[src/rtl/pcie_tx_arbiter.sv]
// Packet-granular weighted round-robin arbiter sharing one PCIe TX AXI4-Stream
// between the PIO/completion engine (src0) and the Ethernet injection path (src1).
module pcie_tx_arbiter #(
   parameter int C_DATA_WIDTH = 64,
   parameter int KEEP_WIDTH   = C_DATA_WIDTH / 8,
   parameter int SRC0_WEIGHT  = 1
) (
   input  logic                    pcie_clk,
   input  logic                    pcie_rst_n,
   input  logic                    s0_tvalid,
   output logic                    s0_tready,
   input  logic                    s0_tlast,
   input  logic [KEEP_WIDTH-1:0]   s0_tkeep,
   input  logic [C_DATA_WIDTH-1:0] s0_tdata,
   input  logic [3:0]              s0_tuser,
   input  logic                    s1_tvalid,
   output logic                    s1_tready,
   input  logic                    s1_tlast,
   input  logic [KEEP_WIDTH-1:0]   s1_tkeep,
   input  logic [C_DATA_WIDTH-1:0] s1_tdata,
   input  logic [3:0]              s1_tuser,
   input  logic                    s1_en,
   output logic                    m_tvalid,
   input  logic                    m_tready,
   output logic                    m_tlast,
   output logic [KEEP_WIDTH-1:0]   m_tkeep,
   output logic [C_DATA_WIDTH-1:0] m_tdata,
   output logic [3:0]              m_tuser,
   output logic [1:0]              grant,
   output logic [31:0]             pkt_cnt0,
   output logic [31:0]             pkt_cnt1
);

   // State encodings double as the one-hot grant value.
   typedef enum logic [1:0] {
      IDLE   = 2'b00,
      GRANT0 = 2'b01,
      GRANT1 = 2'b10
   } state_t;

   localparam logic [3:0] WEIGHT = 4'(SRC0_WEIGHT);

   state_t      state_reg;
   logic        last_owner_reg;
   logic [3:0]  burst_cnt_reg;
   logic [31:0] pkt_cnt0_reg;
   logic [31:0] pkt_cnt1_reg;

   logic req0;
   logic req1;
   logic src1_wins;
   logic eop;

   assign req0      = s0_tvalid;
   assign req1      = s1_tvalid & s1_en;
   assign src1_wins = !last_owner_reg && (burst_cnt_reg >= WEIGHT);
   assign eop       = m_tvalid & m_tready & m_tlast;

   assign grant    = state_reg;
   assign pkt_cnt0 = pkt_cnt0_reg;
   assign pkt_cnt1 = pkt_cnt1_reg;

   always_comb begin
      m_tvalid  = 1'b0;
      m_tlast   = 1'b0;
      m_tkeep   = '0;
      m_tdata   = '0;
      m_tuser   = '0;
      s0_tready = 1'b0;
      s1_tready = 1'b0;
      case (state_reg)
         GRANT0: begin
            m_tvalid  = s0_tvalid;
            m_tlast   = s0_tlast;
            m_tkeep   = s0_tkeep;
            m_tdata   = s0_tdata;
            m_tuser   = s0_tuser;
            s0_tready = m_tready;
         end
         GRANT1: begin
            m_tvalid  = s1_tvalid;
            m_tlast   = s1_tlast;
            m_tkeep   = s1_tkeep;
            m_tdata   = s1_tdata;
            m_tuser   = s1_tuser;
            s1_tready = m_tready;
         end
         default: ;
      endcase
   end

   // last_owner resets to 1 so source 0 wins the first contention.
   always_ff @(posedge pcie_clk or negedge pcie_rst_n) begin
      if (!pcie_rst_n) begin
         state_reg      <= IDLE;
         last_owner_reg <= 1'b1;
         burst_cnt_reg  <= 4'd0;
         pkt_cnt0_reg   <= 32'd0;
         pkt_cnt1_reg   <= 32'd0;
      end else begin
         case (state_reg)
            IDLE: begin
               if (req0 && req1)
                  state_reg <= src1_wins ? GRANT1 : GRANT0;
               else if (req0)
                  state_reg <= GRANT0;
               else if (req1)
                  state_reg <= GRANT1;
            end
            GRANT0: begin
               if (eop) begin
                  state_reg      <= IDLE;
                  pkt_cnt0_reg   <= pkt_cnt0_reg + 32'd1;
                  last_owner_reg <= 1'b0;
                  if (burst_cnt_reg != 4'hF)
                     burst_cnt_reg <= burst_cnt_reg + 4'd1;
               end
            end
            GRANT1: begin
               if (eop) begin
                  state_reg      <= IDLE;
                  pkt_cnt1_reg   <= pkt_cnt1_reg + 32'd1;
                  last_owner_reg <= 1'b1;
                  burst_cnt_reg  <= 4'd0;
               end
            end
            default: state_reg <= IDLE;
         endcase
      end
   end

endmodule
[config.mk]
export PLATFORM = sky130hd
export DESIGN_NAME = pcie_tx_arbiter
export DESIGN_NICKNAME = d
export VERILOG_FILES = /design/src/rtl/pcie_tx_arbiter.sv
export SDC_FILE = /design/constraint.sdc
export NUM_CORES = 1
export LEC_CHECK = 0
export BUFFER_PORTS_ARGS = -buffer_cell sky130_fd_sc_hd__buf_2
export CELL_PAD_IN_SITES_DETAIL_PLACEMENT = 2
export CELL_PAD_IN_SITES_GLOBAL_PLACEMENT = 2
export CORE_MARGIN = 2
export CORE_UTILIZATION = 23
export DETAILED_ROUTE_END_ITERATION = 6
export GPL_TIMING_DRIVEN = 0
export PLACE_DENSITY = 0.87
export REMOVE_ABC_BUFFERS = 1
export SYNTH_ARGS = -nofsm -noshare
export SYNTH_HDL_FRONTEND = slang
export SYNTH_SLANG_ARGS = --single-unit
[constraint.sdc]
create_clock -name pcie_clk -period 2.69 [get_ports pcie_clk]
set_clock_uncertainty 0.05 [all_clocks]
set_input_delay 0.538 -clock pcie_clk [delete_from_list [all_inputs] [get_ports pcie_clk]]
set_output_delay 0.538 -clock pcie_clk [all_outputs]
set_load 0.02 [all_outputs]
==> results.sh, run 1 <==
export IMPL_status="completed"
export IMPL_cts_tree="done"
export IMPL_clkSinkCount=71
export IMPL_grtUsageTotal_pct=21.2
export IMPL_fmax_ghz=0.394
export IMPL_area_growth_pct=50.8
export IMPL_worst_setup_path_type="flop to primary output"
export IMPL_clkPwrFrac_pct=24.6
export IMPL_num_io_pins=306
export IMPL_drt_first_pass_iters=4
export IMPL_wl_um=23900
export IMPL_finalNonFillerCells=1090
export IMPL_synthesis_area_mm2=0.00475
export IMPL_syn_area_per_cell_um2=9.26
export IMPL_die_w_um=148
export IMPL_path_max_fanout=44
export IMPL_yosysTopAreaCellShare_pct=36.9
export IMPL_p_int_mw=3.38
export IMPL_p_seq_share_pct=20.2
export IMPL_ir_drop_v=0.000337
export IMPL_fin_total_pwr_mw=5.80
export IMPL_die_area_mm2=0.0218
export IMPL_cpMaxStageDelayCell="dfrtp_1"
export IMPL_ys_flop_type="dfrtp_1"
export IMPL_cts_root_buf="clkbuf_16"
export IMPL_ant_nets=0
export IMPL_synthArstFlopShare_pct=100
export IMPL_clk_latency_ps=330
export IMPL_overflow=0
export IMPL_final_util_pct=35.4
export IMPL_grt_pass1_vias=5816
export IMPL_cts_buffers=9
export IMPL_drtIter0Drc=151
export IMPL_holdCritPathClass="flop to flop"
export IMPL_htreeDepth=3
export IMPL_grt_antenna_before_repair=6
export IMPL_port_buffers=305
export IMPL_period_minus_slack_ps=2540
export IMPL_rows=52
export IMPL_drc=0
export IMPL_rsz0062_at_grt="false"
export IMPL_grt_max_degree=62
export IMPL_ys_types=40
export IMPL_path_clk_slew_ps=60
export IMPL_crit_required_ps=2100
export IMPL_power_switching_mw=2.43
export IMPL_end_kind="primary output"
export IMPL_arrival_ps=1950
export IMPL_drive_above_1_share_pct=44.2
export IMPL_multi_input_area_mm2=0.00282
export IMPL_start_util_pct=23.5
export IMPL_drv_cap=0
export IMPL_relSlewSlack_pct=35.8
export IMPL_combPwrFrac_pct=55.2
export IMPL_ys_warn_count=0
export IMPL_critPathBufInv=3
export IMPL_fin_area_mm2=0.00716
export IMPL_setup_viol=0
export IMPL_num_vias=5341
export IMPL_swShare_pct=41.8
export IMPL_worst_setup_path_start_kind="flop"
export IMPL_fp_dieH_um=148
export IMPL_ys_seq_elements=71
export IMPL_fin_crit_sh_pct=94.5
export IMPL_via_per_inst=4.90
export IMPL_coreArea_mm2=0.0202
export IMPL_place_gp_congestion=0.769
export IMPL_synth_top_cells_by_area="dfrtp_1, a22oi_1, nor2b_1, xnor2_1, xor2_1"
export IMPL_leakagePower_nw=3.64
export IMPL_synth_cells=513
export IMPL_dpl_cell_area_mm2=0.00658
export IMPL_yosysSeqAreaShare_pct=37.4
export IMPL_dp_hpwl_um=17300
export IMPL_fin_nets=978
export IMPL_power_density_mw_per_mm2=810
export IMPL_ff_latch_area_mm2=0.00178
export IMPL_hold_viol=0
export IMPL_synth_edf_count=0
export IMPL_dp_cells=1056
export IMPL_maxSlewViolCount=0
export IMPL_yosys_area_top_type="dfrtp_1"
export IMPL_grt_pass1_wl_um=35600
export IMPL_cts_buffer_depth=2
export IMPL_setup_tns_ps=0
export IMPL_fillers=2336
export IMPL_worstMarginPinSlew_ps=954
export IMPL_crit_family="buffers and inverters"
export IMPL_post_drt_wl_per_cell_um=21.9
export IMPL_critPathMaxStageDelay_ps=440
export IMPL_crit_chain="inv_1 > ha_4 > buf_12 > nor2b_1 > buf_2"
## repair_timing
action | CTS | global route
setup endpoints to repair | 150 | 51
hold endpoints to repair | 10 | 0
buffers inserted | 5 | 6
cloned | 1 | 0
resized for setup | 4 | 1
pin swaps | 3 | 2
hold buffers | 1 | 0
## layout by cell type, fill, tap and decap left out, drive strengths merged, types with 2 or more instances in the layout
master	count
clkinv	2
o21ai	4
mux2i	2
mux2	4
and4	9
inv	16
nand3	24
clkbuf	11
a22o	2
nor2b	78
nand2	23
xnor2	36
a22oi	78
and3	10
buf	320
bufinv	3
and2	9
nor3	21
dfrtp	70
xor2	26
diode	5
ha	8
nor2	9
nand4	26
nor4	13
## power by group through the flow
stage                     logic, mW  clock network [mW]  registers, mW
after floorplan                1.70                   0           1.20
after global placement         2.73                   0           1.19
after detailed placement       2.81                   0           1.19
after CTS                      3.12                1.45           1.17
after global routing           3.45                1.50           1.18
final                          3.20                1.43           1.17
## cell families (layout without fill, tap and decap cells)
kind of cell               Yosys count  count (layout)  synth area share [%]
other                                0               5                     0
adders and majority gates            8               8                  2.11
and+or+nand+nor                    224             224                  29.0
muxes                                6               6                  1.37
buffers and inverters               52             354                  4.53
AOI/OAI and AO/OA                   90              90                  14.2
xor gates and xnor gates            62              62                  11.4
DFF                                 71              71                  37.4
## Yosys cell counts (all sizes together), types with 16 or more instances
library cell,count
dfrtp,70
nand2,23
nor3,21
nor2b,78
nand4,26
xor2,26
inv,16
buf,16
clkbuf,20
nand3,24
xnor2,36
a22oi,78
## stage by stage
step / setup slack (ps) / hold slack (ps)
after global placement: -3560 / 407
after CTS: 32.3 / 426
after floorplan: -1380 / 192
final: 149 / 421
after global routing: 19.9 / 456
after detailed placement: -745 / 348
## final timing paths
path	slack [ps]	cells after the start	to	from
min reg2reg	420	1	pkt_cnt1[31]	pkt_cnt1[31]
min	420	1	pkt_cnt1[31]	pkt_cnt1[31]
max	150	5	m_tkeep[6]	grant[0]
max in group asynchronous	1460	3	last_owner_reg	pcie_rst_n
min in group asynchronous	540	2	pkt_cnt0[25]	pcie_rst_n
max reg2reg	220	7	pkt_cnt1[1]	grant[0]
## layer usage
metal | vias up | part of all wire, % | GRT usage, %
met2 | 191 | 51 | 38.2
met1 | 2664 | 40 | 24.4
met4 | 2 | 3.4 | 8.51
li1 | 2446 | - | -
met5 | - | 0.042 | 0
met3 | 38 | 5.6 | 4.57
## layout make-up
type	count	share of cell area (%)
Tap cell	270	4.72
Timing Repair Buffer	322	25.1
Sequential cell	71	24.8
Clock inverter	5	1.45
Inverter	16	0.838
Antenna cell	5	0.175
Multi-Input combinational cell	390	39.4
Clock buffer	11	3.53
No activity file was read; power rests on OpenSTA's default activity.
==> run 2: changes to the inputs <==
--- a/config.mk
+++ b/config.mk
@@ -10,6 +10,7 @@
 export CELL_PAD_IN_SITES_GLOBAL_PLACEMENT = 2
 export CORE_MARGIN = 2
 export CORE_UTILIZATION = 23
+export CTS_BUF_LIST = sky130_fd_sc_hd__clkbuf_16
 export DETAILED_ROUTE_END_ITERATION = 6
 export GPL_TIMING_DRIVEN = 0
 export PLACE_DENSITY = 0.87
==> results.sh, run 2 (same netlist as run 1, synthesis figures left out) <==
export IMPL_critPathLaunch="grant[0]"
export IMPL_dp_hpwl_um=17300
export IMPL_post_place_ws_ps=-745
export IMPL_path_max_fanout=35
export IMPL_port_buffers=305
export IMPL_grtUsageTotal_pct=21.2
export IMPL_power_switching_mw=2.42
export IMPL_grt_pass1_wl_um=35600
export IMPL_drtIter0Drc=153
export IMPL_worstMarginPinSlew_ps=935
export IMPL_highest_layer="met5"
export IMPL_final_common_cell="buf_2"
export IMPL_start_util_pct=23.5
export IMPL_final_cell_mix="buf_2, nor2b_1, a22oi_1"
export IMPL_holdWs_ps=421
export IMPL_combPwrFrac_pct=55.8
export IMPL_overflow=0
export IMPL_drc=0
export IMPL_crit_family="buffers and inverters"
export IMPL_worst_setup_path_start_kind="flop"
export IMPL_end_kind="primary output"
export IMPL_hold_viol=0
export IMPL_drt_first_pass_iters=4
export IMPL_rows=52
export IMPL_fillers=2337
export IMPL_setup_slack_ps=139
export IMPL_critPathBufInv=4
export IMPL_power_density_mw_per_mm2=803
export IMPL_p_int_mw=3.32
export IMPL_ir_drop_v=0.000337
export IMPL_cts_buffers=9
export IMPL_htreeDepth=3
export IMPL_drive_above_1_share_pct=43.9
export IMPL_wl_um=23900
export IMPL_relSlewSlack_pct=37.1
export IMPL_maxSlewViolCount=0
export IMPL_leakagePower_nw=3.63
export IMPL_via_per_inst=4.90
export IMPL_cts_root_buf="clkbuf_16"
export IMPL_cpMaxStageDelayCell="dfrtp_1"
export IMPL_wl_met2_um=12200
export IMPL_cts_buffer_depth=2
export IMPL_worst_setup_path_type="flop to primary output"
export IMPL_grt_pass1_vias=5833
export IMPL_cts_tree="done"
export IMPL_timing_rr_start="grant[0]"
export IMPL_place_gp_congestion=0.769
export IMPL_holdCritPathClass="flop to flop"
export IMPL_area_growth_pct=50.4
export IMPL_fin_crit_sh_pct=94.8
export IMPL_arrival_ps=1960
export IMPL_crit_required_ps=2100
export IMPL_dpl_cell_area_mm2=0.00658
export IMPL_die_area_mm2=0.0218
export IMPL_ant_nets=0
export IMPL_coreArea_mm2=0.0202
export IMPL_p_seq_share_pct=20.4
export IMPL_clkSinkCount=71
export IMPL_die_w_um=148
export IMPL_period_minus_slack_ps=2550
export IMPL_grt_antenna_before_repair=6
export IMPL_drv_cap=0
export IMPL_crit_chain="inv_1 > ha_4 > buf_12 > buf_16 > a22oi_1 > nor2b_1 > buf_2"
export IMPL_swShare_pct=42.2
export IMPL_post_drt_wl_per_cell_um=21.9
export IMPL_critPathMaxStageDelay_ps=440
export IMPL_fp_dieH_um=148
export IMPL_path_clk_slew_ps=60
export IMPL_fin_area_mm2=0.00715
export IMPL_fin_nets=978
export IMPL_setup_viol=0
export IMPL_setup_tns_ps=0
export IMPL_wl_met1_um=9320
export IMPL_num_io_pins=306
export IMPL_status="completed"
export IMPL_fmax_ghz=0.392
export IMPL_grt_max_degree=62
export IMPL_clkPwrFrac_pct=23.8
export IMPL_num_vias=5344
export IMPL_dr_wl_met3_um=1400
export IMPL_clk_latency_ps=330
export IMPL_rsz0062_at_grt="false"
export IMPL_hp_start="pkt_cnt1[31]"
==> run 2: changes by cell type in the layout (fill, tap and decap cells not counted) <==
| cell | change |
|---|---|
| clkinv_1 | +2 |
| diode_2 | +1 |
| clkbuf_8 | -2 |
==> run 2: timing repair <==
item | in CTS | in global routing
hold buffers | 1 | 0
hold endpoints to repair | 10 | 0
gates cloned | 1 | 0
buffers inserted | 5 | 6
setup endpoints to repair | 150 | 48
gates resized for setup | 4 | 1
pin swaps | 3 | 2
==> run 2: area by class of cell <==
cell class	count	area, um^2	area share (%)
Timing Repair Buffer	322	1800	25.2
Multi-Input combinational cell	390	2820	39.5
Antenna cell	6	15.0	0.210
Sequential cell	71	1780	24.9
Clock buffer	9	225	3.15
Clock inverter	7	111	1.56
Inverter	16	60.1	0.840
Tap cell	270	338	4.73
==> run 2: worst reg2reg max path, delay by kind of cell (launching register included) <==
kind	cells	cell delay (ps)
AO/OA/AOI/OAI	1	270
flip-flops	1	440
adder cells (fa/ha/maj)	1	200
multiplexers	1	340
AND/OR/NAND/NOR	2	740
buffers and inverters	2	310
==> run 2: path summary, 6_finish.rpt <==
check | end | slack, ps | depth (start not counted)
max | m_tdata[15] | 140 | 7
min reg2reg | pkt_cnt1[31] | 420 | 1
min in group asynchronous | pkt_cnt0[25] | 540 | 2
max reg2reg | pkt_cnt1[1] | 220 | 7
min | pkt_cnt1[31] | 420 | 1
max in group asynchronous | last_owner_reg | 1460 | 3
==> run 2: power by group through the flow <==
| stage | clock (mW) | sequential (mW) | combinational (mW) |
|---|---|---|---|
| CTS | 1.40 | 1.17 | 3.12 |
| floorplan | 0 | 1.20 | 1.70 |
| global placement | 0 | 1.19 | 2.73 |
| detailed placement | 0 | 1.19 | 2.81 |
| global route | 1.44 | 1.18 | 3.45 |
| finish | 1.36 | 1.17 | 3.20 |
==> run 2: per-stage QoR <==
stage	util, %	cells	power (mW)
2_1_floorplan	-	477	2.90
3_3_place_gp	31.9	1052	3.91
3_5_place_dp	32.5	1056	4.00
4_1_cts	34.9	1079	5.69
5_1_grt	35.3	1089	6.08
6_report	35.3	1091	5.74
==> run 2: routing by layer <==
layer	vias up	track usage (%)
met5	-	0
met1	2668	24.4
li1	2448	-
met2	188	38.1
met4	2	8.89
met3	38	4.60
